## src/rtl/led_pattern_sequencer.sv

```systemverilog
// led_pattern_sequencer
//   Steps a 16-LED pattern once per TICK_PERIOD clocks in one of four modes
//   (BLINK, SHIFT, BOUNCE, FILL). Two raw pushbuttons are synchronized and
//   debounced: a press on btn_mode advances the mode, a press on btn_pause
//   freezes/unfreezes stepping.
//
// Ports
//   clk       in   single clock, all state on its rising edge
//   rst_n     in   asynchronous active-low reset
//   btn_mode  in   raw active-high pushbutton, advances the mode
//   btn_pause in   raw active-high pushbutton, toggles pause
//   led       out  [15:0] registered LED pattern
//   mode      out  [1:0]  0=BLINK 1=SHIFT 2=BOUNCE 3=FILL
//   paused    out  1 while stepping is frozen
module led_pattern_sequencer #(
  parameter int TICK_PERIOD = 50_000_000,
  parameter int DB_CYCLES   = 1_000_000
) (
  input  logic        clk,
  input  logic        rst_n,
  input  logic        btn_mode,
  input  logic        btn_pause,
  output logic [15:0] led,
  output logic [1:0]  mode,
  output logic        paused
);

  localparam int TW = (TICK_PERIOD > 2) ? $clog2(TICK_PERIOD) : 1;
  localparam int DW = (DB_CYCLES > 2) ? $clog2(DB_CYCLES) : 1;
  localparam logic [TW-1:0] TICK_LAST = TW'(TICK_PERIOD - 1);
  localparam logic [DW-1:0] DB_LAST   = DW'(DB_CYCLES - 1);

  // Button lane indices inside the synchronizer/debouncer vectors.
  localparam int B_MODE  = 0;
  localparam int B_PAUSE = 1;

  localparam logic DIR_LEFT  = 1'b0;
  localparam logic DIR_RIGHT = 1'b1;

  typedef enum logic [1:0] {
    M_BLINK  = 2'd0,
    M_SHIFT  = 2'd1,
    M_BOUNCE = 2'd2,
    M_FILL   = 2'd3
  } mode_e;

  // Pattern loaded when a mode is entered.
  function automatic logic [15:0] init_pattern(input mode_e m);
    logic [15:0] p;
    case (m)
      M_SHIFT, M_BOUNCE: p = 16'h0001;
      default:           p = 16'h0000;
    endcase
    return p;
  endfunction

  logic [1:0]          sync1_q, sync1_d;
  logic [1:0]          sync2_q, sync2_d;
  logic [1:0]          db_lvl_q, db_lvl_d;
  logic [1:0][DW-1:0]  db_cnt_q, db_cnt_d;
  logic [1:0]          press;

  logic [TW-1:0]       tick_cnt_q, tick_cnt_d;
  logic                tick;
  mode_e               mode_q, mode_d;
  logic [15:0]         led_q, led_d;
  logic                dir_q, dir_d;
  logic                paused_q, paused_d;

  // Synchronizer and debouncer, one lane per button. The press pulse is
  // asserted in the cycle whose closing edge flips the debounced level
  // from 0 to 1, so the consequent action lands on that same edge.
  always_comb begin
    sync1_d  = {btn_pause, btn_mode};
    sync2_d  = sync1_q;
    db_lvl_d = db_lvl_q;
    db_cnt_d = db_cnt_q;
    press    = '0;
    for (int i = 0; i < 2; i++) begin
      if (sync2_q[i] != db_lvl_q[i]) begin
        if (db_cnt_q[i] == DB_LAST) begin
          db_lvl_d[i] = sync2_q[i];
          db_cnt_d[i] = '0;
          press[i]    = sync2_q[i];
        end else begin
          db_cnt_d[i] = db_cnt_q[i] + 1'b1;
        end
      end else begin
        // Any agreement restarts the stability count.
        db_cnt_d[i] = '0;
      end
    end
  end

  // Tick generation, mode/pause control and pattern stepping.
  always_comb begin
    tick       = !paused_q && (tick_cnt_q == TICK_LAST);
    mode_d     = mode_q;
    led_d      = led_q;
    dir_d      = dir_q;
    tick_cnt_d = tick_cnt_q;
    paused_d   = paused_q ^ press[B_PAUSE];

    if (press[B_MODE]) begin
      // A mode press overrides any tick in the same cycle.
      mode_d     = mode_e'(mode_q + 2'd1);
      led_d      = init_pattern(mode_d);
      dir_d      = DIR_LEFT;
      tick_cnt_d = '0;
    end else if (!paused_q) begin
      if (tick) begin
        tick_cnt_d = '0;
        case (mode_q)
          M_BLINK: led_d = ~led_q;
          M_SHIFT: led_d = {led_q[14:0], led_q[15]};
          M_BOUNCE: begin
            if (dir_q == DIR_LEFT) begin
              if (led_q[15]) begin
                led_d = 16'h4000;
                dir_d = DIR_RIGHT;
              end else begin
                led_d = led_q << 1;
              end
            end else begin
              if (led_q[0]) begin
                led_d = 16'h0002;
                dir_d = DIR_LEFT;
              end else begin
                led_d = led_q >> 1;
              end
            end
          end
          M_FILL:  led_d = (led_q == 16'hFFFF) ? 16'h0000 : {led_q[14:0], 1'b1};
          default: led_d = led_q;
        endcase
      end else begin
        tick_cnt_d = tick_cnt_q + 1'b1;
      end
    end
  end

  always_ff @(posedge clk or negedge rst_n) begin
    if (!rst_n) begin
      sync1_q    <= '0;
      sync2_q    <= '0;
      db_lvl_q   <= '0;
      db_cnt_q   <= '0;
      tick_cnt_q <= '0;
      mode_q     <= M_BLINK;
      led_q      <= 16'h0000;
      dir_q      <= DIR_LEFT;
      paused_q   <= 1'b0;
    end else begin
      sync1_q    <= sync1_d;
      sync2_q    <= sync2_d;
      db_lvl_q   <= db_lvl_d;
      db_cnt_q   <= db_cnt_d;
      tick_cnt_q <= tick_cnt_d;
      mode_q     <= mode_d;
      led_q      <= led_d;
      dir_q      <= dir_d;
      paused_q   <= paused_d;
    end
  end

  assign led    = led_q;
  assign mode   = mode_q;
  assign paused = paused_q;

endmodule

```

## config.mk

```make
export PLATFORM = sky130hd
export DESIGN_NAME = led_pattern_sequencer
export DESIGN_NICKNAME = d
export VERILOG_FILES = /design/src/rtl/led_pattern_sequencer.sv
export SDC_FILE = /design/constraint.sdc
export NUM_CORES = 1
export LEC_CHECK = 0
export CORE_MARGIN = 2
export CORE_UTILIZATION = 62
export DETAILED_ROUTE_END_ITERATION = 10
export GPL_ROUTABILITY_DRIVEN = 0
export PLACE_DENSITY = 0.82
export SETUP_SLACK_MARGIN = 0.1
export SLEW_MARGIN = 40
export SYNTH_ARGS = -nofsm -noshare
export SYNTH_HDL_FRONTEND = slang
export SYNTH_SLANG_ARGS = --single-unit
```

## constraint.sdc

```tcl
create_clock -name clk -period 7.26 [get_ports clk]
set_clock_uncertainty 0.2 [all_clocks]
set_input_delay 1.089 -clock clk [delete_from_list [all_inputs] [get_ports clk]]
set_output_delay 1.089 -clock clk [all_outputs]
set_load 0.1 [all_outputs]
```

# Word level (Yosys, flattened, before mapping)

Cells that the tools add are included.

Register bits: 92
Logic and storage cells: 66

Add/subtract/negate cells: 4
Equality and inequality tests: 12
Multiplexer cells: 27
Bitwise gates (word level): 2
Reduce and logical (&&, ||, !) cells: 10

Operator list:

| kind                                                 | count |
|---|---|
| 2-to-1 mux 16 bit                                    | 6 |
| 2-to-1 mux 20 bit                                    | 4 |
| 2-to-1 mux 26 bit                                    | 3 |
| one-hot mux 16 bit (4 select lines)                  | 1 |
| adder 20 x 1 -> 20 bit (second input constant)       | 2 |
| equality test 20 bit (second input constant)         | 2 |
| adder 26 x 1 -> 26 bit (second input constant)       | 1 |
| equality test 26 bit (second input constant)         | 1 |
| equality test 16 bit (second input constant)         | 1 |
| inverter 16 bit                                      | 1 |
| 2-to-1 mux 15 bit                                    | 1 |
| 2-to-1 mux 1 bit                                     | 12 |
| equality test 2 bit (second input constant)          | 3 |
| AND reduction 2 bit                                  | 3 |
| equality test 2 x 1 -> 1 bit (second input constant) | 2 |
| nonzero test 2 bit                                   | 2 |
| AND reduction 3 bit                                  | 1 |
| adder 2 x 1 -> 2 bit (second input constant)         | 1 |
| logical NOT 2 bit                                    | 1 |
| inequality test 1 bit                                | 2 |
| inequality test 2 bit (second input constant)        | 1 |
| OR reduction 2 bit                                   | 1 |
| logical AND 1 bit                                    | 1 |
| logical NOT 1 bit                                    | 1 |
| bitwise XOR 1 bit                                    | 1 |

# Longest topological paths before layout

Depth in word-level cells: 6
Mapped depth: 8
Depth with buffers taken out: 7

# Worst setup path before layout

Ideal clock, no wire load.

Kind: reg-to-reg
From: register led_q[15], in the netlist led[15]
To: register led_q[3], in the netlist led[3]
Arrival: 2.683 ns
Required time: 6.927 ns
Slack: 4.244 ns
Cell stages (with the launch flop): 8
Cell sequence: dfrtp_1 > clkbuf_1 > nand4_1 > o41ai_2 > o311ai_0 > clkbuf_1 > a221oi_1 > o21ai_0

Word-level cells in the longest chain between the ends: 6
Elaborated cells on any way between the ends: 8
Classes of those cells: 1 x eq/ne; 7 x mux

Ends and longest elaborated chain:

| element                                                   | RTL line | source |
|---|---|---|
| start: declaration                                        | 66       | `logic [15:0] led_q, led_d;` |
| start signal: assignment                                  | 160      | `led_q <= led_d;` |
| equality test 16 bit or 2-to-1 mux 16 bit (tied branches) | 133, 118 |  |
| 2-to-1 mux 16 bit (on tied branches)                      | 133, 117 |  |
| one-hot mux 16 bit (4 select lines) *                     | 113      | `case (mode_q)` |
| 2-to-1 mux 16 bit *                                       | 111      | `if (tick) begin` |
| 2-to-1 mux 16 bit *                                       | 110      | `end else if (!paused_q) begin` |
| 2-to-1 mux 16 bit *                                       | 104      | `if (press[B_MODE]) begin` |

Every way passes the cells marked *; elsewhere a longest branch is shown, timed or not. The select of a mux whose other input is x is not followed.
A chain may end at the register's enable or synchronous reset.

# Worst setup path in the final report

From: register db_cnt_q[13] (netlist bit)
To: register tick_cnt_q[16]

Word-level cells in the longest chain between the ends: 4
Elaborated cells on any way between the ends: 5
Classes of those cells: 2 x eq/ne; 3 x mux

Ends and longest elaborated chain:

| element                                                              | RTL line | source |
|---|---|---|
| start: declaration                                                   | 60       | `logic [1:0][DW-1:0] db_cnt_q, db_cnt_d;` |
| start signal: assignment                                             | 157      | `db_cnt_q <= db_cnt_d;` |
| equality test 20 bit *                                               | 81       | `if (db_cnt_q[i] == DB_LAST) begin` |
| 2-to-1 mux 1 bit *                                                   | 81       |  |
| 2-to-1 mux 1 bit *                                                   | 80       | `if (sync2_q[i] != db_lvl_q[i]) begin` |
| inequality test 2 bit (no line) or 2-to-1 mux 26 bit (tied branches) | --       |  |
| end signal: assignment                                               | 158      | `tick_cnt_q <= tick_cnt_d;` |
| end: declaration                                                     | 63       | `logic [TW-1:0] tick_cnt_q, tick_cnt_d;` |

Every way passes the cells marked *; elsewhere a longest branch is shown, timed or not.

==> flow_summary.ini <==
[yosys]
synth_cells = 534
synthFlopType = dfrtp_1
ys_warn_count = 0
ys_ff_latch = 92
syn_area_mm2 = 0.00492
synth_nets = 545
syn_avg_cell_area_um2 = 9.21
yosys.cell_types.count = 51
synth-edff-count = 0
synth_async_sr_flop_share = 1.00
ys_seq_area_frac = 0.468

[detailed_routing]
drt-met1-wl_mm = 4.65
first_iter_violations = 234
vias = 4024
top_layer_used = met4
wl_met2_mm = 5.03
detail-route-antenna-nets = 0
met3_length_um = 412
first_pass_iters = 4
routed_wl_mm = 10.3
vias_per_cell = 6.16
route.detailed.drc = 0
drt-wirelength-per-cell_um = 15.7

[timing]
drv_slew = 0
hold_viol = 0
period_needed_ns = 2.95
period_share = 0.407
holdWs_ns = 0.155
final.setup.worst_slack_ns = 4.31
max-slew-margin-rel = 0.472
fmax_mhz = 339
rsz0062_at_grt = false
fin_tns_setup_ns = 0
setup_viol = 0
worst_pin_slew_ns = 0.790

[finish]
nFillCells = 612
area_delta_synth_final_pct = 7.99
final_cell_mix = dfrtp_1, nor2_1, nand2_1, nand3_1
multi_input_area_mm2 = 0.00248
seq_area_mm2 = 0.00230
final_common_cell = dfrtp_1
final_layout_size_suffix_gt1_frac = 0.107
n_antenna_cell = 0
finalNetCount = 557

[clock_tree]
path_clk_slew_ns = 0.09
root_buffer = clkbuf_8
clock_sinks = 92
hold_buffers = 0
htreeDepth = 3
tritoncts = built
cts_buffer_depth = 2
cts_inserted_buffers = 9
clock_latency_ns = 0.36
cts-resized-gates = 0
cts_setup_buffers = 0

[floorplanning]
die_h_um = 93.0
io_pins = 23
die_x_um = 93.0
core_mm2 = 0.00769
dieArea_mm2 = 0.00866
start_util = 0.639
placementRows = 32

[placement]
place_ws_ns = 4.37
hpwl_mm = 6.83
port_buffers = 22

[setup_path]
cp_max_fo = 13
critical_path_class = register to register
startpoint_type = register
end_kind = register
cp.arrival_ns = 2.99
worst_ep_required_time_ns = 7.30

[grt]
antenna_found_initial = 0
grt_max_degree = 65
grt_overflow = 0
first_global_vias = 3778
grt_usage = 0.253
grt_pass1_wl_mm = 17.7

[power_and_ir_drop]
p_per_area_mw_per_mm2 = 160
p_leak_uw = 0.00216
vdd_ir_drop_max_uv = 119

[run]
cap_violations = 0

[worst_hold_path]
min_path_type = register to register

[outcome]
status = finished clean
[report_power, final]
| part | internal [uW] | switching (uW) | leakage, uW |
|---|---|---|---|
| sequential | 516 | 3.41 | 0.00126 |
| combinational | 5.41 | 16.3 | 0.000818 |
| clock | 133 | 174 | 0.0000824 |
[cell families after synthesis]
group	share of synthesized area
buf+inv	0.0359
flops	0.468
xor+xnor	0.0802
simple gates	0.278
mux	0.0107
fa+ha+maj	0.0178
compound gates	0.109
[routing by layer]
metal / global-route usage / up-vias
met1: 0.348 / 1968
met2: 0.410 / 100
li1: - / 1933
met4: 0.0870 / 0
met3: 0.0419 / 23
met5: 0 / -
[through the flow]
step | std cells | total power [uW] | cell area, um2 | util
after floorplan | 534 | 537 | 4920 | -
after global placement | 637 | 551 | 5200 | 0.676
after detailed placement | 637 | 552 | 5120 | 0.666
after CTS | 653 | 859 | 5290 | 0.688
after global routing | 653 | 884 | 5310 | 0.691
final | 653 | 848 | 5310 | 0.691
[area by class of cell]
class                      instances  area share
inverter                          16      0.0113
clock buffer                      12      0.0273
multi-input combinational        400       0.468
timing repair buffer              27      0.0309
clock inverter                     4     0.00471
sequential                        92       0.434
tap                              102      0.0240
[sequential cells by signal, indices dropped and copies added (netlist names)]
| register | count |
|---|---|
| paused | 1 |
| db_cnt_q | 40 |
| mode | 2 |
| tick_cnt_q | 26 |
| led | 16 |
| sync1_q | 2 |
| db_lvl_q | 2 |
| dir_q | 1 |
| sync2_q | 2 |
[path summary, 6_finish.rpt]
kind	start	end	cells past startpoint	slack (ns)
hold reg to reg	sync1_q[0]	sync2_q[0]	0	0.16
max in group asynchronous	rst_n	db_cnt_q[21]	2	5.52
min in group asynchronous	rst_n	led[7]	1	0.44
setup / recovery	db_cnt_q[13]	tick_cnt_q[16]	6	4.31
hold / removal	sync1_q[0]	sync2_q[0]	0	0.16
setup reg to reg	db_cnt_q[13]	tick_cnt_q[16]	6	4.31
[cell usage after synthesis, types with 2 or more instances]
cell / instances / area (um2)
and4_1: 8 / 70.1
nor4_1: 6 / 37.5
or4_1: 7 / 52.6
dfrtp_1: 92 / 2300
mux2i_1: 3 / 30.0
ha_1: 7 / 87.6
or3_1: 15 / 93.8
nand4b_1: 2 / 17.5
nor2_1: 58 / 218
nand4_1: 20 / 125
o31ai_1: 9 / 67.6
or2_2: 4 / 25.0
xnor2_1: 25 / 219
nand3_1: 39 / 195
inv_1: 16 / 60.1
xor2_1: 20 / 175
nand3b_1: 3 / 22.5
nor2b_1: 6 / 37.5
mux2_2: 2 / 22.5
nor3_1: 9 / 45.0
buf_2: 3 / 15.0
nor4b_1: 3 / 26.3
a21oi_1: 25 / 125
a221oi_1: 13 / 114
buf_6: 2 / 22.5
o21ai_0: 25 / 125
and3_1: 9 / 56.3
clkbuf_1: 21 / 78.8
a31oi_1: 5 / 31.3
nand2_1: 56 / 210
[critical path, cell delays in order, from the launching register on]
cell and delay, ns:
dfrtp_1 0.44, nor4b_1 0.33, and3_1 0.37, nand4_1 0.68, o31ai_4 0.43, buf_4 0.30
a21oi_1 0.07
No activity file was read; power rests on OpenSTA's default activity.
